==> config.mk <==
export PLATFORM = sky130hd
export DESIGN_NAME = frozen_map_stream
export DESIGN_NICKNAME = d
export VERILOG_FILES = /design/src/rtl/frozen_map_stream.sv
export SDC_FILE = /design/constraint.sdc
export NUM_CORES = 1
export LEC_CHECK = 0
export CAP_MARGIN = 20
export CORE_MARGIN = 3
export CORE_UTILIZATION = 45
export DETAILED_ROUTE_END_ITERATION = 16
export GPL_TIMING_DRIVEN = 1
export PLACE_DENSITY = 0.65
export SETUP_SLACK_MARGIN = 0.1
export SLEW_MARGIN = 5
export SYNTH_ARGS = -nofsm -noshare
export SYNTH_HDL_FRONTEND = slang
export SYNTH_SLANG_ARGS = --single-unit
export TNS_END_PERCENT = 10
==> constraint.sdc <==
create_clock -name clk -period 4.7 [get_ports clk]
set_input_delay 0.47 -clock clk [delete_from_list [all_inputs] [get_ports clk]]
set_output_delay 0.47 -clock clk [all_outputs]
set_load 0.1 [all_outputs]
==> src/rtl/frozen_map_stream.sv <==
// Streaming frozen-bit mapper: INSERT (k info bits -> N-bit u-vector) or RECOVER (N bits -> k info bits).
// Optional FROZEN_CHECK_EN adds a sticky frozen_err flag for non-zero frozen inputs seen in RECOVER.
module frozen_map_stream #(
  parameter int N  = 32,
  parameter int IW = $clog2(N)
) (
  input  logic          clk,
  input  logic          rst,
  input  logic          tbl_we,
  input  logic [IW-1:0] tbl_addr,
  input  logic [IW-1:0] tbl_data,
  input  logic          start,
  input  logic          mode,
  input  logic [IW:0]   k,
  output logic          busy,
  output logic          done,
  input  logic          in_valid,
  output logic          in_ready,
  input  logic          in_bit,
  output logic          out_valid,
  input  logic          out_ready,
  output logic          out_bit,
  output logic          out_last
`ifdef FROZEN_CHECK_EN
  ,
  output logic          frozen_err
`endif
);

  typedef enum logic [1:0] {S_IDLE, S_BUILD, S_RUN} state_e;

  localparam logic [IW:0]   K_MAX = (IW+1)'(N);
  localparam logic [IW-1:0] P_END = IW'(N - 1);

  state_e        state_q, state_d;
  logic          mode_q, mode_d;
  logic [IW:0]   k_q, k_d;
  logic [N-1:0]  mask_q, mask_d;
  logic [IW-1:0] cnt_q, cnt_d;
  logic [IW-1:0] last_pos_q, last_pos_d;
  logic          done_q, done_d;

  logic [IW-1:0] tbl_mem [N];
  logic [IW-1:0] tbl_rd;
  logic          is_info;
  logic          p_end;
  logic          adv;

  always_ff @(posedge clk) begin
    if (tbl_we && state_q == S_IDLE) tbl_mem[tbl_addr] <= tbl_data;
  end

  // cnt_q is the table slot during BUILD and the stream position during RUN
  assign tbl_rd  = tbl_mem[cnt_q];
  assign is_info = mask_q[cnt_q];
  assign p_end   = (cnt_q == P_END);

  always_comb begin
    state_d    = state_q;
    mode_d     = mode_q;
    k_d        = k_q;
    mask_d     = mask_q;
    cnt_d      = cnt_q;
    last_pos_d = last_pos_q;
    done_d     = 1'b0;
    in_ready   = 1'b0;
    out_valid  = 1'b0;
    out_bit    = 1'b0;
    out_last   = 1'b0;
    adv        = 1'b0;
    unique case (state_q)
      S_IDLE: begin
        if (start) begin
          mode_d     = mode;
          k_d        = (k > K_MAX) ? K_MAX : k;
          mask_d     = '0;
          cnt_d      = '0;
          last_pos_d = '0;
          state_d    = (k == '0) ? S_RUN : S_BUILD;
        end
      end
      S_BUILD: begin
        mask_d[tbl_rd] = 1'b1;
        if (tbl_rd > last_pos_q) last_pos_d = tbl_rd;
        if ({1'b0, cnt_q} == k_q - 1'b1) begin
          cnt_d   = '0;
          state_d = S_RUN;
        end else begin
          cnt_d = cnt_q + 1'b1;
        end
      end
      S_RUN: begin
        if (is_info) begin
          out_valid = in_valid;
          out_bit   = in_bit;
          in_ready  = out_ready;
          adv       = in_valid & out_ready;
        end else if (!mode_q) begin
          out_valid = 1'b1;
          adv       = out_ready;
        end else begin
          in_ready = 1'b1;
          adv      = in_valid;
        end
        // with k=0 no mask bit is set, so RECOVER never flags a last bit
        out_last = mode_q ? (is_info && cnt_q == last_pos_q) : p_end;
        if (adv) begin
          cnt_d = cnt_q + 1'b1;
          if (p_end) begin
            state_d = S_IDLE;
            done_d  = 1'b1;
          end
        end
      end
      default: state_d = S_IDLE;
    endcase
  end

  always_ff @(posedge clk) begin
    if (rst) begin
      state_q    <= S_IDLE;
      mode_q     <= 1'b0;
      k_q        <= '0;
      mask_q     <= '0;
      cnt_q      <= '0;
      last_pos_q <= '0;
      done_q     <= 1'b0;
    end else begin
      state_q    <= state_d;
      mode_q     <= mode_d;
      k_q        <= k_d;
      mask_q     <= mask_d;
      cnt_q      <= cnt_d;
      last_pos_q <= last_pos_d;
      done_q     <= done_d;
    end
  end

  assign busy = (state_q != S_IDLE);
  assign done = done_q;

`ifdef FROZEN_CHECK_EN
  logic ferr_q;

  always_ff @(posedge clk) begin
    if (rst) begin
      ferr_q <= 1'b0;
    end else if (state_q == S_IDLE && start) begin
      ferr_q <= 1'b0;
    end else if (state_q == S_RUN && mode_q && !is_info && in_valid && in_bit) begin
      ferr_q <= 1'b1;
    end
  end

  assign frozen_err = ferr_q;
`endif

endmodule
# Word-level counts from Yosys, hierarchy flattened
# Memory sizes are Yosys's and may differ from the RTL's. A register that Yosys moved wholly into a read port is not among the register bits.
# Index checks and enable logic that the tools add are counted.
# totals
register_bits	52
ramBits	160
inputBits	24
output_inout_bits	6
wordCells	80
memories	1
# memory_table
name	words	word_bits	read_ports	rd_ports_with_merged_regs	write_ports	line	text
tbl_mem	32	5	1	1	1	43	logic [IW-1:0] tbl_mem [N];
# op_classes
n_addsub	2
order_cmp	5
eq_ne	10
mux	37
bitwise	4
n_reduce_logical	14
# op_table
op	n
32-bit one-hot mux with 2 select lines	1
32-bit two-way mux	1
32-bit OR	1
5-bit two-way mux	6
1-bit two-way mux	18
5-bit one-hot mux with 3 select lines	1
5-bit by 6-bit < comparator with 1-bit output, second input constant	2
2-bit two-way mux	5
2-bit != test, second input constant	5
5-bit one-hot mux with 2 select lines	1
5-bit by 6-bit equality test with 1-bit output	1
6-bit > comparator, second input constant	1
6-bit zero test	1
6-bit two-way mux	1
2-bit one-hot mux with 3 select lines	1
3-bit AND reduction	2
6-bit by 1-bit subtractor with 6-bit output, second input constant	1
5-bit by 1-bit adder with 5-bit output, second input constant	1
1-bit binary-select mux with 5-bit select	1
1-bit demux with 5-bit select	1
5-bit equality test	1
5-bit equality test, second input constant	1
5-bit by 1-bit greater-or-equal comparator with 1-bit output, second input constant	1
5-bit > comparator	1
other kinds (11)	16

# Depth between registers and ports, before layout
# logic_depth
ltp_word	8
ltp_mapped	16
depth_no_buf	13

# Worst setup path before layout
# No wires, ideal clock.
# synth_path
kind	reg2out
start	reg cnt_q[0]
end	out out_valid
arrival_ps	3075
required_time_ps	4230
setup_slack_ps	1155
path_stages_with_launch	10
path_buffers	2
path_cell_list	dfxtp_1 buf_6 mux4_2 mux2i_1 nor3b_1 or3_1 buf_6 nor2_1 a21oi_1 nor2_1
# synth_via
elab_chain_cells	4
# synth_rtl
element	line	text
from (decl)	39	logic [IW-1:0] cnt_q, cnt_d;
from (signal assigned)	133	cnt_q <= cnt_d;
1-bit binary-select mux with 5-bit select	55	assign is_info = mask_q[cnt_q];
1-bit two-way mux (not written as such)	55	
1-bit two-way mux	93	if (is_info) begin
1-bit two-way mux	71	unique case (state_q)
to (decl)	20	output logic out_valid,
# No other way between the ends. The select of a mux whose other input is x is not followed.

# Final worst setup path
# layout_path
start	reg cnt_q[0]
end	out out_last
# layout_via
elab_chain_cells	5
word_cells_on_any_way	7
cone_classes	eq/ne (2); mux (4); reduce/logical (1)
# layout_rtl
element	line	text
1-bit binary-select mux with 5-bit select	55	
1-bit two-way mux (not written as such)	55	
1-bit logical AND	106	out_last = mode_q ? (is_info && cnt_q == last_pos_q) : p_end;
1-bit two-way mux *	106	
1-bit two-way mux *	71	
to (decl)	23	output logic out_last
# Every way passes the cells marked *; elsewhere a longest branch is shown, timed or not. The select of a mux whose other input is x is not followed.

==> metrics.txt <==
initial drt markers roughly 610; average wire length per cell after detail routing 20.87 microns; total core area ~20000 sq um; commonest cells after routing, fill and taps aside sky130_fd_sc_hd__edfxtp_1 (160), sky130_fd_sc_hd__nor2_1 (61), sky130_fd_sc_hd__dfxtp_1 (56), sky130_fd_sc_hd__nand2_1 (51), sky130_fd_sc_hd__mux2i_1 (42); crit path cell chain mux4_1, mux2i_1, nor3b_1, or3_1, nand3_1, a21oi_1, clkdlybuf4s50_1; run status completed; via count of the first global-routing pass between 5000 and 6000; number of flip-flops and latches in the synthesized netlist about 220; initial core utilization 0.4636; warnings from Yosys 0; reg2reg path depth 13; max-slew violation count 0; core utilization of the finished layout 0.5313; stage delay of the slowest cell on the critical path between 900 and 1000 ps; DRC violation count after routing 0; Clk Latency, worst-skew pair 530 ps; DIE AREA roughly 23000 sq um; ys flop type sky130_fd_sc_hd__edfxtp_1; die outline height 151.3 microns; areal power density over the cells approximately 420 nW/um^2; sum of negative setup slack 0 ps; share of async-settable or async-resettable flops after synthesis 0; maximum root-to-sink buffer count 3; Register-to-Register Setup Slack 860 ps; number of top-level pins 30; DP Cell Count a little under 1000; top fanout value on the critical path 13; cell row count 52; fill cell count 1691; setup clock skew after layout 23.88 ps; Finished Layout Cells roughly 1000; antenna cells 0; share of final-layout standard cells stronger than drive strength 1 0.1058; worst slew margin relative to its limit 0.3477; total of max-cap violations 0; clock-pin slew on the worst setup and hold paths roughly 60 ps; post-route setup slack 364.8 ps; floorplan die width 151.3 microns; final hold vios 0; Critical Path AT ~3900 ps; Inserted Clock Buffers 23; TritonCTS clock tree yes; worst hold-check slack 449.6 ps; crit path from cnt_q[0]; reg-to-reg critical path endpoint last_pos_q[3]; HP Class flip-flop to flip-flop; capturing instance or port of the critical path out_last; Via Count ~6000; number of gates given a new drive strength after cts 0; Hold-fix buffers, CTS 0; gr ovfl total 0; final period utilization 0.9224; antenna violations before repair 0; sort of element at the start of the critical path flip-flop; cell with the largest stage delay on the worst path sky130_fd_sc_hd__clkdlybuf4s50_1; routability-driven placement congestion ratio around 0.92; depth of the CTS H-tree 1; synth unique cells between 50 and 60; setup repair after global routing missed its margin false; number of optimization iterations in the first detailed-route pass 7; sequential element share of the synthesized area 0.6258; nets just under 800; final setup vio count 0; dpl hpwl between 10 and 15 mm; final instance area around 11000 sq um; post-route ant nets 0; Post-synth EDFFs 160; largest net degree at the start of global routing 38; clock sink count around 220; area added between synthesis and finish 14.60%; # Post-CTS Setup Buffers 0; WL final approximately 21 mm; Max IR drop VDD approximately 0.36 mV; area after detailed placement 10020 sq um; routed vias/inst 5.888; Static Leak 3.551 nW; worst setup slack before clock tree synthesis between 800 and 900 ps; worst slew pin tran a little under 1000 ps; Syn Std Cell Area between 9000 and 10000 sq um; count of port buffers added during placement 29; library cell used as clock root buffer sky130_fd_sc_hd__clkbuf_16; synthesized net count roughly 750; final critical path time including I/O delays and setup 4335 ps; Overall Global Routing Usage 0.1872; crit end category primary output; CP Data Required Time 4230 ps; highest clock frequency the design can meet ~230 MHz; category of the most critical setup path flip-flop to primary output; Syn Inst Count between 700 and 800; post-synthesis area per instance 13.40 sq um; wire length of the first global-routing pass 33.03 mm; most common cell after layout, fill and taps aside sky130_fd_sc_hd__edfxtp_1; overall power consumption around 4.6 mW
## layout make-up
type                            count  area (sq um)  share of cell area
Multi-Input combinational cell    435          3291              0.3022
Sequential cell                   217          5949              0.5464
Clock buffer                       28         594.3             0.05458
Timing Repair Buffer               40         473.0             0.04343
Inverter                           22         82.58            0.007584
Tap cell                          270         337.8             0.03102
Clock inverter                     14         161.4             0.01482
## power breakdown
group          total (mW)  internal [mW]  leakage, nW  switching (mW)
sequential           2.14           2.10         1.90          0.0498
combinational       0.627          0.235         1.28           0.392
clock                1.80           1.07        0.369           0.729
## worst min-delay path by stage
stage	start	to	slack (ps)	cells past startpoint
final	mask_q[6]	mask_q[6]	450	2
after global routing	mask_q[9]	mask_q[9]	470	2
after global placement	mask_q[7]	mask_q[7]	430	2
after detailed placement	mask_q[9]	mask_q[9]	440	2
after floorplan	mask_q[10]	mask_q[10]	420	2
after CTS	mask_q[9]	mask_q[9]	450	2
## Yosys cell counts (all sizes together) (6+ instances only)
library cell	instances	area [sq um]
mux2i	42	420.4
nor3b	19	142.6
clkbuf	21	78.83
nor2b	8	50.05
inv	22	82.58
edfxtp	160	4805
ha	12	150.1
nor2	62	232.7
nand3b	7	52.55
a21oi	19	98.85
o21ai	29	145.1
mux4	26	608.1
xnor2	7	61.31
dfxtp	57	1141
nand3	19	95.09
buf	14	106.4
a22o	19	166.4
xor2	6	52.55
nand2b	8	50.05
nand2	51	191.4
a22oi	19	142.6
nor3	13	65.06
## metal layers
| metal | routed length, microns | global-route usage | share of wire |
|---|---|---|---|
| met1 | 9292 | 0.2523 | 0.43 |
| met2 | 10510 | 0.3207 | 0.49 |
| met3 | 1195 | 0.02753 | 0.056 |
| met4 | 416 | 0.04578 | 0.019 |
| met5 | 0 | 0 | 0 |
## logic make-up (layout without fill, tap and decap cells)
kind of cell | after synthesis | in the layout | share of synthesized area
DFF | 217 | 217 | 0.6258
and+or+nand+nor | 205 | 205 | 0.1059
AOI/OAI and AO/OA | 136 | 136 | 0.1030
muxes | 69 | 69 | 0.1094
buffers and inverters | 57 | 104 | 0.02818
xor gates and xnor gates | 13 | 13 | 0.01198
adders and majority gates | 12 | 12 | 0.01580
## critical path: cells and delay by family (launching register included)
family	cells	cell delay, ps
buf+inv	1	960
mux	2	810
flops	1	760
simple gates	3	730
compound gates	1	70
## registers in the layout, indices dropped and copies added, names as in the netlist, named ones only
signal / flops
k_q: 6
last_pos_q: 5
cnt_q: 5
mode_q: 1
mask_q: 32
tbl_mem: 160
state_q: 2
done: 1
No activity file was read; power rests on OpenSTA's default activity.
